[src/rtl/mem_arb_pkg.sv]
// Shared types for the unified-memory arbiter: FSM state encoding and owner IDs.
package mem_arb_pkg;

    typedef enum logic [1:0] {
        IDLE  = 2'd0,
        ISSUE = 2'd1,
        WAIT  = 2'd2,
        RESP  = 2'd3
    } arb_state_t;

    localparam logic OWN_IF = 1'b0;
    localparam logic OWN_DM = 1'b1;

endpackage

[src/rtl/mem_arbiter_pick.sv]
// Combinational 2-way owner pick. MEM_ARB_RR_EN selects round-robin on
// simultaneous requests; otherwise DM has fixed priority over IF.
module arb_pick
    import mem_arb_pkg::*;
(
    input  logic if_req,
    input  logic dm_req,
    input  logic last,
    output logic owner
);

`ifdef MEM_ARB_RR_EN
    // Simultaneous requests go to the port that was not served last.
    assign owner = (if_req && dm_req) ? ~last : (dm_req ? OWN_DM : OWN_IF);
`else
    logic unused_last;
    assign unused_last = last;
    assign owner = (dm_req || !if_req) ? OWN_DM : OWN_IF;
`endif

endmodule

[src/rtl/mem_arbiter.sv]
// Arbiter sharing one single-port memory between fetch (IF) and data (DM) ports.
// Optional round-robin arbitration with `define MEM_ARB_RR_EN.
module mem_arbiter
    import mem_arb_pkg::*;
#(
    parameter int ADDR_W = 16,
    parameter int DATA_W = 16
) (
    input  logic              clk,
    input  logic              rst_n,
    input  logic              if_req,
    input  logic [ADDR_W-1:0] if_addr,
    input  logic              if_flush,
    output logic [DATA_W-1:0] if_rdata,
    output logic              if_done,
    output logic              if_err,
    input  logic              dm_req,
    input  logic              dm_wr,
    input  logic [ADDR_W-1:0] dm_addr,
    input  logic [DATA_W-1:0] dm_wdata,
    output logic [DATA_W-1:0] dm_rdata,
    output logic              dm_done,
    output logic              dm_err,
    output logic              mem_en,
    output logic              mem_wr,
    output logic [ADDR_W-1:0] mem_addr,
    output logic [DATA_W-1:0] mem_wdata,
    input  logic [DATA_W-1:0] mem_rdata,
    input  logic              mem_ack,
    output logic              busy
);

    arb_state_t        state, state_nx;
    logic              owner, grant_owner, last_own, kill;
    logic              grant, err_now, to_resp, resp_owner;
    logic              flush_hit, killed_nx, load_ack;
    logic [ADDR_W-1:0] req_addr;

    arb_pick u_pick (
        .if_req (if_req),
        .dm_req (dm_req),
        .last   (last_own),
        .owner  (grant_owner)
    );

`ifdef MEM_ARB_RR_EN
    always_ff @(posedge clk or negedge rst_n) begin
        if (!rst_n)     last_own <= OWN_IF;
        else if (grant) last_own <= grant_owner;
    end
`else
    assign last_own = OWN_IF;
`endif

    assign grant      = (state == IDLE) && (if_req || dm_req);
    assign req_addr   = (grant_owner == OWN_DM) ? dm_addr : if_addr;
    assign err_now    = grant && req_addr[0];
    assign resp_owner = (state == IDLE) ? grant_owner : owner;
    assign flush_hit  = if_flush && (state != IDLE) && (owner == OWN_IF);
    // Include a flush arriving in the same cycle the response is being registered.
    assign killed_nx  = kill || flush_hit;
    assign load_ack   = (state == WAIT) && mem_ack && !mem_wr;

    always_comb begin
        state_nx = state;
        case (state)
            IDLE:    if (if_req || dm_req) state_nx = req_addr[0] ? RESP : ISSUE;
            ISSUE:   state_nx = WAIT;
            WAIT:    if (mem_ack) state_nx = RESP;
            RESP:    state_nx = IDLE;
            default: state_nx = IDLE;
        endcase
    end

    assign to_resp = (state_nx == RESP) && (state != RESP);

    always_ff @(posedge clk or negedge rst_n) begin
        if (!rst_n) begin
            state     <= IDLE;
            owner     <= OWN_IF;
            kill      <= 1'b0;
            busy      <= 1'b0;
            mem_en    <= 1'b0;
            mem_wr    <= 1'b0;
            mem_addr  <= '0;
            mem_wdata <= '0;
            if_done   <= 1'b0;
            if_err    <= 1'b0;
            if_rdata  <= '0;
            dm_done   <= 1'b0;
            dm_err    <= 1'b0;
            dm_rdata  <= '0;
        end else begin
            state  <= state_nx;
            busy   <= (state_nx != IDLE);
            mem_en <= (state_nx == ISSUE);
            if (grant) begin
                owner     <= grant_owner;
                mem_addr  <= req_addr;
                mem_wr    <= (grant_owner == OWN_DM) && dm_wr;
                mem_wdata <= (grant_owner == OWN_DM) ? dm_wdata : '0;
            end
            if (state_nx == IDLE) kill <= 1'b0;
            else if (flush_hit)   kill <= 1'b1;
            if_done  <= to_resp && (resp_owner == OWN_IF) && !killed_nx;
            if_err   <= to_resp && (resp_owner == OWN_IF) && !killed_nx && err_now;
            dm_done  <= to_resp && (resp_owner == OWN_DM);
            dm_err   <= to_resp && (resp_owner == OWN_DM) && err_now;
            if_rdata <= (load_ack && owner == OWN_IF && !killed_nx) ? mem_rdata : '0;
            dm_rdata <= (load_ack && owner == OWN_DM) ? mem_rdata : '0;
        end
    end

endmodule

[config.mk]
export PLATFORM = sky130hd
export DESIGN_NAME = mem_arbiter
export DESIGN_NICKNAME = d
export VERILOG_FILES = /design/src/rtl/mem_arb_pkg.sv /design/src/rtl/mem_arbiter_pick.sv /design/src/rtl/mem_arbiter.sv
export SDC_FILE = /design/constraint.sdc
export NUM_CORES = 1
export LEC_CHECK = 0
export ABC_AREA = 0
export BUFFER_PORTS_ARGS = -buffer_cell sky130_fd_sc_hd__buf_4
export CAP_MARGIN = 20
export CORE_MARGIN = 3
export CORE_UTILIZATION = 41
export CTS_CLUSTER_DIAMETER = 120
export DETAILED_ROUTE_END_ITERATION = 7
export GPL_ROUTABILITY_DRIVEN = 1
export PLACE_DENSITY_LB_ADDON = 0.08
export SETUP_SLACK_MARGIN = 0.4
export SYNTH_ARGS = -nofsm -noshare
export SYNTH_HDL_FRONTEND = slang
export SYNTH_HIERARCHICAL = 1
export SYNTH_SLANG_ARGS = --single-unit
[constraint.sdc]
create_clock -name clk -period 1.49 [get_ports clk]
set_input_delay 0.0745 -clock clk [delete_from_list [all_inputs] [get_ports clk]]
set_output_delay 0.0745 -clock clk [all_outputs]
set_load 0.01 [all_outputs]
# Yosys cells after proc, flatten, opt, wreduce, memory -nomap -nowiden
# Index checks and enable logic that the tools add are counted.
# word_totals
out_inout_bits,71
in_bits,71
ff_bits,75
wordCells,61
# op_classes
mux,12
reduce_logical,27
bitwise,2
n_eq_ne,6
# op_table
cell,count
$mux 16,4
$logic_and 1x1->1,16
$pmux 2 s4,1
$eq 2x2->1 const B,3
$mux 2,3
$reduce_bool 2->1,3
$eq 2x1->1 const B,2
$logic_not 2->1,2
$mux 1,4
$logic_not 1->1,3
$logic_or 1x1->1,3
$ne 2x2->1 const B,1
$not 1->1,2

# Logic depth before layout (Yosys ltp)
# logic_depth
depth_word,12
ltp_mapped,8
mapped_depth_nobuf,6

# Cells and area by module
# The synthesis kept the hierarchy.
# by_module_without_submodules
mod,cells_per_inst,seq_area_each_um2,n_inst,area_each_um2
mem_arbiter,256,1876.8,1,2902.8
arb_pick,1,0.0,1,6.3

# Worst setup path before layout
# Ideal clock, no wire load.
# synth_path
path_kind,register to register
from,reg state[0]
to,reg if_rdata[10]
arrival_time_ns,1.545
path_slack_ns,-0.121
path_buffers,2
path_stages_with_launch,8
period_less_slack_ns,1.611
required_time_ns,1.424
setup_ns,0.066
path_cell_list,dfrtp_1 inv_1 ha_1 buf_2 nor2_2 a2111oi_4 buf_6 and2_1
# synth_via
elab_chain_len,7
word_cells_on_any_way,11
cone_classes,1 x eq/ne; 1 x mux; 9 x reduce/logical
# synth_rtl
element,line_no,rtl
start: declaration,mem_arbiter.sv:33,"arb_state_t state, state_nx;"
start signal: assignment,mem_arbiter.sv:94,state <= state_nx;
$reduce_bool 2->1,mem_arbiter.sv:59,assign flush_hit = if_flush && (state != IDLE) && (owner == OWN_IF);
$logic_and 1x1->1 (2 in a row),mem_arbiter.sv:59,
$logic_or 1x1->1,mem_arbiter.sv:61,assign killed_nx = kill || flush_hit;
$logic_not 1->1,mem_arbiter.sv:109,if_rdata <= (load_ack && owner == OWN_IF && !killed_nx) ? mem_rdata : '0;
$logic_and 1x1->1 *,mem_arbiter.sv:109,
$mux 16 *,mem_arbiter.sv:109,
end signal: assignment,mem_arbiter.sv:109,
end: declaration,mem_arbiter.sv:14,"output logic [DATA_W-1:0] if_rdata,"
# Mark *: on every way between the ends. The rest lies on a longest branch, timed or not.
# A chain may end at the register's enable or synchronous reset.

# Worst setup path after layout
# layout_path
from,reg state[0]
to,reg mem_wdata[7]
# layout_via
elab_chain_len,2
# layout_rtl
element,line_no,rtl
$logic_not 2->1,mem_arbiter.sv:55,assign grant = (state == IDLE) && (if_req || dm_req);
$logic_and 1x1->1,mem_arbiter.sv:55,
end signal: assignment,mem_arbiter.sv:101,mem_wdata <= (grant_owner == OWN_DM) ? dm_wdata : '0;
end: declaration,mem_arbiter.sv:27,"output logic [DATA_W-1:0] mem_wdata,"
# Every way passes these cells.

==> qor.log <==
qor: placement.dpl_cell_area 0.00414 mm2
qor: floorplanning.die_height 90.2 um
qor: sta.layout_min_cycle_time 1.53 ns
qor: cts.clk_latency 0.33 ns
qor: routing.total_wire_length 9340 um
qor: routing.vias_after_detailed_routing 2706
qor: routing.dr.pass1.iters 4
qor: cells_and_area.fin_util 77.8%
qor: floorplanning.die_width 90.2 um
qor: sta.finalCritPeriodShare 103%
qor: power_and_ir_drop.cell_internal_pwr 5.91 mW
qor: cells_and_area.most-common-layout-cells 147 x sky130_fd_sc_hd__buf_4, 75 x sky130_fd_sc_hd__dfrtp_1, 33 x sky130_fd_sc_hd__dlygate4sd3_1
qor: run_status.failed_checks setup timing
qor: run_status.status finished with violations
qor: floorplanning.floorplan.rows 30
qor: power_and_ir_drop.combinational_group_share_of_total_power 53.0%
qor: floorplanning.top_level_ports 142
qor: global_routing.grt_first_pass_wirelength 14100 um
qor: sta.setup_viol 5
qor: cts.clock-sinks 75
qor: synth.ys.warnings.count 6
qor: critical_path.crit_start state[0]
qor: critical_path.timing.critical_path.arrival 1.77 ns
qor: sta.max_slew.worst_pin.slew 0.336 ns
qor: sta.slew_viol_final 0
qor: cts.cts_bufs_inserted 9
qor: critical_path.setup.worst_path.start_class flip-flop
qor: routing.routed_via_density 4.88
qor: placement.finalWeightedCongestion 0.763
qor: critical_path.setup.worst_path.end mem_wdata[7]
qor: synth.netlist_area 0.00291 mm2
qor: critical_path.rr_worst_depth 7
qor: critical_path.worst_r2r_startpoint state[0]
qor: cells_and_area.fin_nets 531
qor: sta.layout_setup_ws -0.0419 ns
qor: placement.buffer_ports.inserted 141
qor: power_and_ir_drop.power.share.sequential 33.3%
qor: sta.setup_repair_after_global_routing_missed_its_margin yes
qor: cells_and_area.instances_no_fill 555
qor: critical_path.crit_path_end_kind flip-flop
qor: power_and_ir_drop.p_leak 2.77 nW
qor: critical_path.timing.critical_path.required 1.73 ns
qor: global_routing.grt_start_max_net_pins 59
qor: power_and_ir_drop.switching_power_of_the_nets 3.39 mW
qor: power_and_ir_drop.clkPwrFrac 13.8%
qor: placement.post-place-cells 486
qor: synth.synth.avg_cell_area 11.3 um2
qor: power_and_ir_drop.ir_drop 0.715 mV
qor: critical_path.r2r_setup_slack -0.04 ns
qor: critical_path.critPathMaxFanout 8
qor: synth.syn-num-nets 330
qor: critical_path.reg2reg_to mem_wdata[7]
qor: sta.finClkSkew 0.00669 ns
qor: sta.max_freq 653 MHz
qor: critical_path.worstSetupPathType reg -> reg
qor: hold_path.worstHoldPathType in -> reg
qor: cts.max-clock-path-buffers 2
qor: global_routing.total_routing_usage_gr 22.0%
qor: cts.maximum_level_of_the_cts_h_tree 3
qor: cells_and_area.antenna_cells 0
qor: cts.cts_root_buffer sky130_fd_sc_hd__clkbuf_8
qor: global_routing.globalRoute.totalOverflow 0
qor: synth.postSynthCellCount 256
qor: cells_and_area.layout-drive-gt1-share 56.2%
qor: floorplanning.die_area 0.00813 mm2
qor: floorplanning.placeableCoreArea 0.00683 mm2
qor: cells_and_area.leading_cell_type_in_the_layout_fill_and_taps_excluded sky130_fd_sc_hd__buf_4
qor: placement.dpl.hpwl 5100 um
qor: routing.detailedRoute.firstIterationViolations 112
qor: cts.tritoncts built
qor: power_and_ir_drop.netSwitchingFraction 36.4%
qor: routing.number_of_remaining_drc_errors 0
qor: hold_path.holdCritStartpoint dm_wr
qor: global_routing.first_global_vias 2810
qor: floorplanning.floorplan.initialDensity 42.5%
qor: routing.antenna_left 0
qor: sta.hold_violations 0
qor: cells_and_area.post-route-cell-area 0.00532 mm2
qor: cells_and_area.fillCellCount 457
qor: sta.max-slew-margin-rel 77.0%
qor: flow_run.drv_cap 0
qor: power_and_ir_drop.power_density 1750 mW/mm2
qor: cells_and_area.area_growth 82.9%
qor: global_routing.number_of_antenna_violations_at_the_first_check_in_global_routing 0
qor: routing.wl_per_cell 16.8 um
qor: cts.cts.clk_slew.worst_paths 0.07 ns
critical path, stage by stage (launching register included):
cell and delay [ns]:
sky130_fd_sc_hd__dfrtp_1 0.40, sky130_fd_sc_hd__inv_2 0.10, sky130_fd_sc_hd__ha_4 0.22, sky130_fd_sc_hd__o21ai_4 0.11, sky130_fd_sc_hd__buf_8 0.15, sky130_fd_sc_hd__buf_12 0.13
sky130_fd_sc_hd__buf_16 0.14, sky130_fd_sc_hd__o21ai_1 0.20
worst min-delay path by stage:
stage | to | cells after the start
global route | mem_wr | 3
global placement | mem_wdata[4] | 1
finish | mem_wr | 3
detailed placement | mem_wdata[4] | 1
floorplan | busy | 0
CTS | mem_addr[2] | 3
power groups by stage:
stage | combinational, mW | sequential [mW] | clock, mW
floorplan | 1.24 | 3.19 | 0
global placement | 2.72 | 2.94 | 0
detailed placement | 2.77 | 2.97 | 0
CTS | 4.29 | 2.98 | 1.32
global route | 5.22 | 3.17 | 1.42
finish | 4.93 | 3.10 | 1.28
final cells by class:
type	count	area (um2)	share of cell area [%]
well taps	96	120	2.26
clock buffers	10	138	2.59
inverters	5	18.8	0.353
flip-flops and latches	75	1880	35.3
repair buffers	204	1870	35.1
clock inverters	3	17.5	0.330
multi-input cells	162	1280	24.1
sequential cells by signal, indices dropped and copies added, names as in the netlist:
| register | cells |
|---|---|
| mem_en | 1 |
| owner | 1 |
| if_rdata | 16 |
| dm_rdata | 16 |
| dm_err | 1 |
| mem_wdata | 16 |
| dm_done | 1 |
| if_done | 1 |
| mem_wr | 1 |
| if_err | 1 |
| busy | 1 |
| mem_addr | 16 |
| state | 2 |
| kill | 1 |
per-stage QoR:
| stage | power (mW) | setup TNS, ns | hold slack, ns | worst slack, ns |
|---|---|---|---|---|
| floorplan | 4.42 | 0 | -0.221 | 0.0285 |
| global placement | 5.66 | 0 | -0.0409 | 0.0254 |
| detailed placement | 5.74 | -0.350 | -0.0427 | -0.0579 |
| CTS | 8.59 | 0 | 0.000776 | 0.0208 |
| global route | 9.81 | -2.55 | 0.00510 | -0.114 |
| finish | 9.30 | -0.108 | 0.00778 | -0.0419 |
metal layers:
layer / vias to the layer above / GRT usage, % / share of wire, %
met5: - / 0 / 0
met2: 124 / 37.4 / 53
li1: 1238 / - / -
met4: 0 / 7.14 / 2.3
met3: 20 / 7.95 / 8.3
met1: 1324 / 26.1 / 36
repair_timing:
action	in CTS	in global routing
endpoints found under the hold margin	122	0
hold buffers	33	0
resized for setup	53	52
cloned	7	0
setup endpoints to repair	75	75
setup buffers	16	0
pin swaps	26	19
(Power assumes the default switching activity.)
